**src/rtl/ls_agu_pkg.sv**
```systemverilog
// ls_agu shared types: funct3 encodings and FSM states.
// Imported by ls_align and ls_agu.
package ls_agu_pkg;

    localparam logic [2:0] LS_B  = 3'b000;
    localparam logic [2:0] LS_H  = 3'b001;
    localparam logic [2:0] LS_W  = 3'b010;
    localparam logic [2:0] LS_BU = 3'b100;
    localparam logic [2:0] LS_HU = 3'b101;

    typedef enum logic [2:0] {
        AG_IDLE,
        AG_REQ,
        AG_DATA,
        AG_RESP,
        AG_FRESP
    } ag_state_e;

endpackage

```
**src/rtl/ls_align.sv**
```systemverilog
// ls_align: alignment/legality check, store lane formatting,
// and load lane extraction with sign/zero extension.
module ls_align
    import ls_agu_pkg::*;
(
    input  logic [1:0]  ofs,
    input  logic [2:0]  funct3,
    input  logic        is_load,
    input  logic [31:0] sdat,
    input  logic [31:0] rdat,
    output logic        fault,
    output logic [3:0]  wen,
    output logic [31:0] wdat,
    output logic [31:0] ldat
);

    logic [31:0] lane;

    // decode size, check alignment, format store and load lanes
    always_comb begin
        fault = 1'b0;
        wen   = 4'b0000;
        wdat  = 32'h0;
        ldat  = 32'h0;
        lane  = rdat >> {ofs, 3'b000};
        unique case (funct3)
            LS_B: begin
                wen  = 4'b0001 << ofs;
                wdat = {4{sdat[7:0]}};
                ldat = {{24{lane[7]}}, lane[7:0]};
            end
            LS_H: begin
                fault = ofs[0];
                wen   = 4'b0011 << ofs;
                wdat  = {2{sdat[15:0]}};
                ldat  = {{16{lane[15]}}, lane[15:0]};
            end
            LS_W: begin
                fault = |ofs;
                wen   = 4'b1111;
                wdat  = sdat;
                ldat  = lane;
            end
            LS_BU: begin
                fault = !is_load;
                ldat  = {24'h0, lane[7:0]};
            end
            LS_HU: begin
                fault = !is_load || ofs[0];
                ldat  = {16'h0, lane[15:0]};
            end
            default: fault = 1'b1;
        endcase
        if (is_load) begin
            wen  = 4'b0000;
            wdat = 32'h0;
        end
    end

endmodule

```
**src/rtl/ls_agu.sv**
```systemverilog
// ls_agu: load/store address generation and alignment stage.
// One op in flight: accept, request lsu, extract load, respond.
module ls_agu
    import ls_agu_pkg::*;
(
    input  logic        clk,
    input  logic        rst,
    input  logic        hs_ex4ag_val,
    output logic        hs_ag4ex_rdy,
    input  logic [31:0] i_base,
    input  logic [31:0] i_imm,
    input  logic [2:0]  i_funct3,
    input  logic        i_is_load,
    input  logic [31:0] i_sdat,
    input  logic [4:0]  i_rd,
    output logic        hs_ag4ls_val,
    input  logic        hs_ls4ag_rdy,
    output logic [31:0] o_ag_adr,
    output logic [31:0] o_ag_wdat,
    output logic [3:0]  o_ag_wen,
    output logic        o_ag_ren,
    input  logic [31:0] i_ls_rdat,
    output logic        hs_ag4wb_val,
    input  logic        hs_wb4ag_rdy,
    output logic [4:0]  o_wb_rd,
    output logic [31:0] o_wb_dat,
    output logic        o_wb_we,
    output logic        o_fault,
    output logic [31:0] o_fault_adr
);

    ag_state_e   state, state_nxt;
    logic [31:0] ea_q, sdat_q, wb_dat_q;
    logic [2:0]  f3_q;
    logic        ld_q;
    logic [4:0]  rd_q;

    logic [31:0] ea_in;
    logic        idle, accept;
    logic [31:0] a_ea, a_sdat, a_wdat, a_ldat;
    logic [2:0]  a_f3;
    logic        a_ld, a_fault;
    logic [3:0]  a_wen;

    assign ea_in  = i_base + i_imm;
    assign idle   = (state == AG_IDLE);
    assign accept = idle && hs_ex4ag_val;

    // idle: judge the incoming op; otherwise work on the latched op
    assign a_ea   = idle ? ea_in     : ea_q;
    assign a_f3   = idle ? i_funct3  : f3_q;
    assign a_ld   = idle ? i_is_load : ld_q;
    assign a_sdat = idle ? i_sdat    : sdat_q;

    ls_align u_align (
        .ofs     (a_ea[1:0]),
        .funct3  (a_f3),
        .is_load (a_ld),
        .sdat    (a_sdat),
        .rdat    (i_ls_rdat),
        .fault   (a_fault),
        .wen     (a_wen),
        .wdat    (a_wdat),
        .ldat    (a_ldat)
    );

    // state register
    always_ff @(posedge clk) begin
        if (rst) state <= AG_IDLE;
        else     state <= state_nxt;
    end

    // next state and handshake/request outputs
    always_comb begin
        state_nxt    = state;
        hs_ag4ex_rdy = 1'b0;
        hs_ag4ls_val = 1'b0;
        hs_ag4wb_val = 1'b0;
        o_ag_adr     = 32'h0;
        o_ag_wdat    = 32'h0;
        o_ag_wen     = 4'b0000;
        o_ag_ren     = 1'b0;
        o_wb_we      = 1'b0;
        o_fault      = 1'b0;
        o_fault_adr  = 32'h0;
        unique case (state)
            AG_IDLE: begin
                hs_ag4ex_rdy = 1'b1;
                if (hs_ex4ag_val)
                    state_nxt = a_fault ? AG_FRESP : AG_REQ;
            end
            AG_REQ: begin
                hs_ag4ls_val = 1'b1;
                o_ag_adr     = {ea_q[31:2], 2'b00};
                o_ag_wdat    = a_wdat;
                o_ag_wen     = a_wen;
                o_ag_ren     = ld_q;
                if (hs_ls4ag_rdy)
                    state_nxt = ld_q ? AG_DATA : AG_RESP;
            end
            AG_DATA: state_nxt = AG_RESP;
            AG_RESP: begin
                hs_ag4wb_val = 1'b1;
                o_wb_we      = ld_q;
                if (hs_wb4ag_rdy) state_nxt = AG_IDLE;
            end
            AG_FRESP: begin
                hs_ag4wb_val = 1'b1;
                o_fault      = 1'b1;
                o_fault_adr  = ea_q;
                if (hs_wb4ag_rdy) state_nxt = AG_IDLE;
            end
            default: state_nxt = AG_IDLE;
        endcase
    end

    // op latches and registered load result
    always_ff @(posedge clk) begin
        if (rst) begin
            ea_q     <= 32'h0;
            sdat_q   <= 32'h0;
            f3_q     <= 3'b000;
            ld_q     <= 1'b0;
            rd_q     <= 5'h0;
            wb_dat_q <= 32'h0;
        end else begin
            if (accept) begin
                ea_q     <= ea_in;
                sdat_q   <= i_sdat;
                f3_q     <= i_funct3;
                ld_q     <= i_is_load;
                rd_q     <= i_rd;
                wb_dat_q <= 32'h0;
            end
            if (state == AG_DATA) wb_dat_q <= a_ldat;
        end
    end

    assign o_wb_rd  = rd_q;
    assign o_wb_dat = wb_dat_q;

endmodule

```
**config.mk**
```make
export PLATFORM = sky130hd
export DESIGN_NAME = ls_agu
export DESIGN_NICKNAME = d
export VERILOG_FILES = /design/src/rtl/ls_agu_pkg.sv /design/src/rtl/ls_align.sv /design/src/rtl/ls_agu.sv
export SDC_FILE = /design/constraint.sdc
export NUM_CORES = 1
export LEC_CHECK = 0
export BUFFER_PORTS_ARGS = -buffer_cell sky130_fd_sc_hd__buf_2
export CORE_MARGIN = 4
export CORE_UTILIZATION = 55
export CTS_CLUSTER_SIZE = 8
export DETAILED_ROUTE_END_ITERATION = 8
export HOLD_SLACK_MARGIN = 0.06
export PLACE_DENSITY = 0.88
export SYNTH_ARGS = -nofsm -noshare
export SYNTH_HDL_FRONTEND = slang
export SYNTH_SLANG_ARGS = --single-unit
```
**constraint.sdc**
```tcl
create_clock -name clk -period 7.92 [get_ports clk]
set_input_delay 1.188 -clock clk [delete_from_list [all_inputs] [get_ports clk]]
set_output_delay 1.188 -clock clk [all_outputs]
set_load 0.03 [all_outputs]
```
# Yosys cells after proc, flatten, opt, wreduce, memory -nomap -nowiden
# Index checks and enable logic that the tools add are counted.
# totals
ff_bits,108
word_cells,59
out_inout_bits,143
# op_classes
eq_ne,11
shift,3
n_mux,28
reduce_logical,9
n_addsub,1
# op_table
cell,count
32-bit two-way mux,7
32-bit case mux with 5 select lines,1
32-bit case mux with 3 select lines,1
32-bit adder,1
32-bit by 5-bit right shift with 32-bit output,1
3-bit two-way mux,5
3-bit case mux with 4 select lines,1
4-bit case mux with 3 select lines,1
3-bit by 2-bit == test with 1-bit output (second input constant),3
3-bit == test (second input constant),3
1-bit two-way mux,8
4-bit two-way mux,2
3-bit by 1-bit == test with 1-bit output (second input constant),2
3-bit zero test,2
1-bit case mux with 5 select lines,1
2-bit inequality test (second input constant),2
2-bit OR reduction,2
1-bit by 2-bit left shift with 4-bit output (first input constant),1
2-bit by 2-bit left shift with 4-bit output (first input constant),1
3-bit AND reduction,1
2-bit two-way mux,1
2-bit by 1-bit inequality test with 1-bit output (second input constant),1
2-bit nonzero test,1
1-bit logical AND,1
2 further kinds,2

# Depth between registers and ports, before layout
# logic_depth
word_depth,8
depth_mapped,11

# Cells and area by module
# From an unflattened synthesis, not the netlist that was laid out.
# hier_totals
hier_cells,1129
area_unflattened_um2,8325.5
# modules_own_cells
module,area_each_um2,n_inst,seq_area_each_um2,cells_each
ls_agu,6975.4,1,2162.1,902
ls_align,1350.0,1,0.0,227

# Worst setup path after synthesis
# No wires, ideal clock.
# synth_path
path_kind,input to output
start,in i_base[0]
end,out o_ag_wen[1]
required_time_ps,6732
path_slack_ps,3561
stages,6
t_arrival_ps,3171
path_cell_list,ha_1 fa_1 mux2i_2 clkbuf_1 o21ai_0 a21oi_1
# synth_between
elab_chain_len,6
word_cells_on_any_way,7
# synth_rtl
item,line_no,source
from (decl),ls_agu.sv:10,"input logic [31:0] i_base,"
32-bit adder (*),ls_agu.sv:45,assign ea_in = i_base + i_imm;
named net ea_in[1],ls_agu.sv:38,logic [31:0] ea_in;
2-bit two-way mux (*),ls_agu.sv:50,assign a_ea = idle ? ea_in : ea_q;
2-bit by 2-bit left shift with 4-bit output / 1-bit by 2-bit left shift with 4-bit output (equally long branches),"ls_align.sv:34, ls_align.sv:28",
4-bit case mux with 3 select lines (*),ls_align.sv:26,unique case (funct3)
4-bit two-way mux (*),ls_align.sv:54,if (is_load) begin
4-bit two-way mux (*),ls_agu.sv:86,unique case (state)
to (decl),ls_agu.sv:20,"output logic [3:0] o_ag_wen,"
# The timed path passes the listed nets; every way through them passes the cells marked *.

# Worst setup path after layout
# layout_path
start,reg state[1]
end,out o_ag_wdat[13]
# layout_between
elab_chain_len,6
word_cells_on_any_way,11
# layout_rtl
item,line_no,source
from (decl),ls_agu.sv:32,"ag_state_e state, state_nxt;"
from (signal assigned),ls_agu.sv:70,else state <= state_nxt;
3-bit zero test,ls_agu.sv:46,assign idle = (state == AG_IDLE);
3-bit two-way mux,ls_agu.sv:51,assign a_f3 = idle ? i_funct3 : f3_q;
"3-bit by 2-bit == test with 1-bit output, or another cell as far along",ls_align.sv:26,
32-bit case mux with 3 select lines,ls_align.sv:26,
32-bit two-way mux,ls_align.sv:54,
32-bit two-way mux (*),ls_agu.sv:86,
to (decl),ls_agu.sv:19,"output logic [31:0] o_ag_wdat,"
# Every way passes the cells marked *; elsewhere a longest branch is shown, timed or not.

==> impl_metrics.json <==
{
  "drt-initial-drc-count": 846,
  "coreArea_um2": 13830,
  "htree_num_levels": 3,
  "r2r-start": "state[1]$_SDFFE_PP0P_",
  "path_max_fanout": 46,
  "final_period_minus_worst_setup_slack_ns": 4.864,
  "p_leak_nw": 4.477,
  "vdd_drop_max_v": 0.0001966,
  "clk_root_buffer_cell": "sky130_fd_sc_hd__clkbuf_16",
  "grt_pass1_vias": 8118,
  "critical_path_required_ns": 6.73,
  "worstHoldPathType": "reg2reg",
  "place_worst_setup_slack_ns": 3.202,
  "cts_buffers": 9,
  "fraction_of_final_layout_cells_with_drive_strength_greater_than_1_pct": 27.22,
  "power_density_nw_per_um2": 284.3,
  "worstSetupStartpoint": "state[1]$_SDFFE_PP0P_",
  "timing.final.ws_setup_ns": 3.056,
  "netlist_top_cells_count": "sky130_fd_sc_hd__nand2_1 (213), sky130_fd_sc_hd__a21oi_1 (119), sky130_fd_sc_hd__dfxtp_1 (108), sky130_fd_sc_hd__nor2_1 (89), sky130_fd_sc_hd__and2_1 (66)",
  "post-synth-top-area-fraction_pct": 27.95,
  "skew_final_ns": 0.007984,
  "fmax_mhz": 205.6,
  "min_period_over_period_pct": 61.42,
  "finalHoldViolCount": 0,
  "synth.most_common_cell": "sky130_fd_sc_hd__nand2_1",
  "grt_max_degree": 89,
  "transition_at_the_pin_with_the_smallest_max_transition_slack_ns": 0.9999,
  "yosysWarningCount": 0,
  "avg_vias_per_cell": 6.002,
  "drv.max_cap_violation_count": 0,
  "gpl.final_weighted_congestion": 0.9423,
  "chipWidth_um": 126.6,
  "hold_path_depth": 2,
  "post_syn_area_per_cell_um2": 7.445,
  "initial_core_util_pct": 55.94,
  "synthFlopType": "sky130_fd_sc_hd__dfxtp_1",
  "clock_transition_at_the_register_clock_pins_on_the_worst_setup_and_hold_paths_after_cts_ns": 0.08,
  "place.detailed.hpwl_mm": 19.45,
  "synth_area_leaders": "sky130_fd_sc_hd__dfxtp_1 (28%), sky130_fd_sc_hd__nand2_1 (10%), sky130_fd_sc_hd__a21oi_1 (7.7%)",
  "ys_ff_latch": 108,
  "post_cts.repair.setup_buffers": 0,
  "fillers": 1186,
  "area_added_between_synthesis_and_finish_pct": 21.72,
  "detailroute.via_count": 8715,
  "relative_slew_slack_pct": 32.02,
  "die_h_um": 126.6,
  "grt_antenna_before_repair": 1,
  "drtAntennaViolNets": 0,
  "setup-violations-final": 0,
  "clockBufferDepth": 2,
  "setup_slack_of_the_worst_register_to_register_path_ns": 4.36,
  "outcome": "complete, no violations",
  "cts.repair.resized": 0,
  "num_io_pins": 285,
  "synth.distinct_cells": 69,
  "worstHoldStart": "sdat_q[20]$_SDFFE_PP0P_",
  "worst-endpoint-arrival_ns": 3.68,
  "synth_cells": 1039,
  "drcViolationCount": 0,
  "critPathCaptureType": "output pin",
  "syn_area_um2": 7735,
  "rr_worst_depth": 8,
  "synth.largest_area_cell": "sky130_fd_sc_hd__dfxtp_1",
  "slew_violations": 0,
  "num_rows": 43,
  "rsz_0062_raised_after_global_routing": "false",
  "finalNetCount": 1441,
  "async_reset_ff_share_pct": 0,
  "routed_wl_mm": 26.08,
  "worstSetupPathType": "reg2out",
  "synth_seq_area_share_pct": 27.95,
  "clock_tree_from_tritoncts": "built",
  "dieArea_um2": 16030,
  "grt_pass1_wl_mm": 40.88,
  "setup_total_negative_slack_ns": 0,
  "clock_insertion_delay_worst_skew_ns": 0.36,
  "place.port_buffers": 282,
  "grt_usage_pct": 30.81,
  "grt_remaining_overflow": 0,
  "number_of_hold_buffers_added_after_cts": 0,
  "drt_pre_antenna_iters": 5,
  "cp-start-kind": "flip-flop",
  "clock_sinks": 108,
  "post_detailed_route_wirelength_per_cell_um": 17.96,
  "synth_edf_count": 0
}
-- critical path, stage by stage, from the launching register on --
cell and delay (ns):
sky130_fd_sc_hd__dfxtp_1 0.59, sky130_fd_sc_hd__or3_1 0.40, sky130_fd_sc_hd__clkinv_8 0.33, sky130_fd_sc_hd__mux2i_4 0.36, sky130_fd_sc_hd__nand2_1 0.35, sky130_fd_sc_hd__nor2_1 0.18, sky130_fd_sc_hd__a21oi_1 0.59, sky130_fd_sc_hd__nor2_1 0.10
sky130_fd_sc_hd__o21ba_2 0.22, sky130_fd_sc_hd__buf_2 0.17
-- stage by stage --
| step | std cells | utilization (%) | instance area [um2] | power (mW) | hold slack, ns |
|---|---|---|---|---|---|
| finish | 1452 | 68.09 | 9415 | 2.677 | 0.4562 |
| global route | 1452 | 68.09 | 9415 | 2.821 | 0.4674 |
| CTS | 1451 | 68.08 | 9413 | 2.652 | 0.4575 |
| detailed placement | 1436 | 66.09 | 9139 | 2.222 | 0.4456 |
| global placement | 1436 | 66.09 | 9139 | 2.195 | 0.4376 |
| floorplan | 1040 | - | 7739 | 1.857 | 0.4304 |
-- where the power goes --
group          internal [mW]  leakage [nW]  total, mW  switching, mW
Sequential             0.640         0.882      0.717         0.0771
Combinational          0.500          3.46       1.53           1.03
Clock                  0.215         0.130      0.431          0.216
Total                   1.36          4.48       2.68           1.32
-- cell families after synthesis --
kind of cell	synth area share [%]
and+or+nand+nor	25.48
AOI/OAI and AO/OA	25.49
DFF	27.95
buffers and inverters	4.788
muxes	8.136
adders and majority gates	5.273
xor gates and xnor gates	2.831
other	0.04848
-- routing by layer --
metal / wire length, um / global-route usage, %
met1: 10410 / 38.89
met2: 12540 / 52.05
met3: 2244 / 5.011
met4: 890 / 13.19
met5: 0 / 0
-- registers in the layout, indices dropped and copies added (netlist names) --
name	flops
sdat_q	32
state	3
o_wb_rd	5
ea_q	32
ld_q	1
o_wb_dat	32
f3_q	3
-- layout make-up --
cell class | instances | area (um2) | share of cell area (%)
clock buffers | 9 | 225.2 | 2.392
flip-flops and latches | 108 | 2162 | 22.96
clock inverters | 6 | 48.80 | 0.5183
multi-input cells | 851 | 5239 | 55.64
inverters | 7 | 38.79 | 0.4120
well taps | 180 | 225.2 | 2.392
repair buffers | 290 | 1474 | 15.65
diodes | 1 | 2.502 | 0.02658
-- worst paths after layout --
kind,endpoint
max reg2reg,o_wb_dat[18]$_SDFFE_PP0P_
min reg2reg,sdat_q[20]$_SDFFE_PP0P_
min,sdat_q[20]$_SDFFE_PP0P_
max,o_ag_wdat[13]
-- placed cells by master, fill, tap and decap left out, drive strengths merged, types with 6 or more instances in the layout --
master,instances
dfxtp,108
nor2,91
xnor2,14
a211oi,14
mux2i,53
inv,8
nor3,11
o21ai,37
a32oi,7
ha,31
nand4,7
clkbuf,9
nand2,213
a21boi,8
o211ai,9
a21o,14
buf,290
a221oi,15
and2,66
o22a,10
or3,6
nand3,17
a31oi,10
a21oi,120
mux2,6
xor2,11
o21a,10
and3,6
o22ai,8
a22oi,11
No activity file was read; power rests on OpenSTA's default activity.
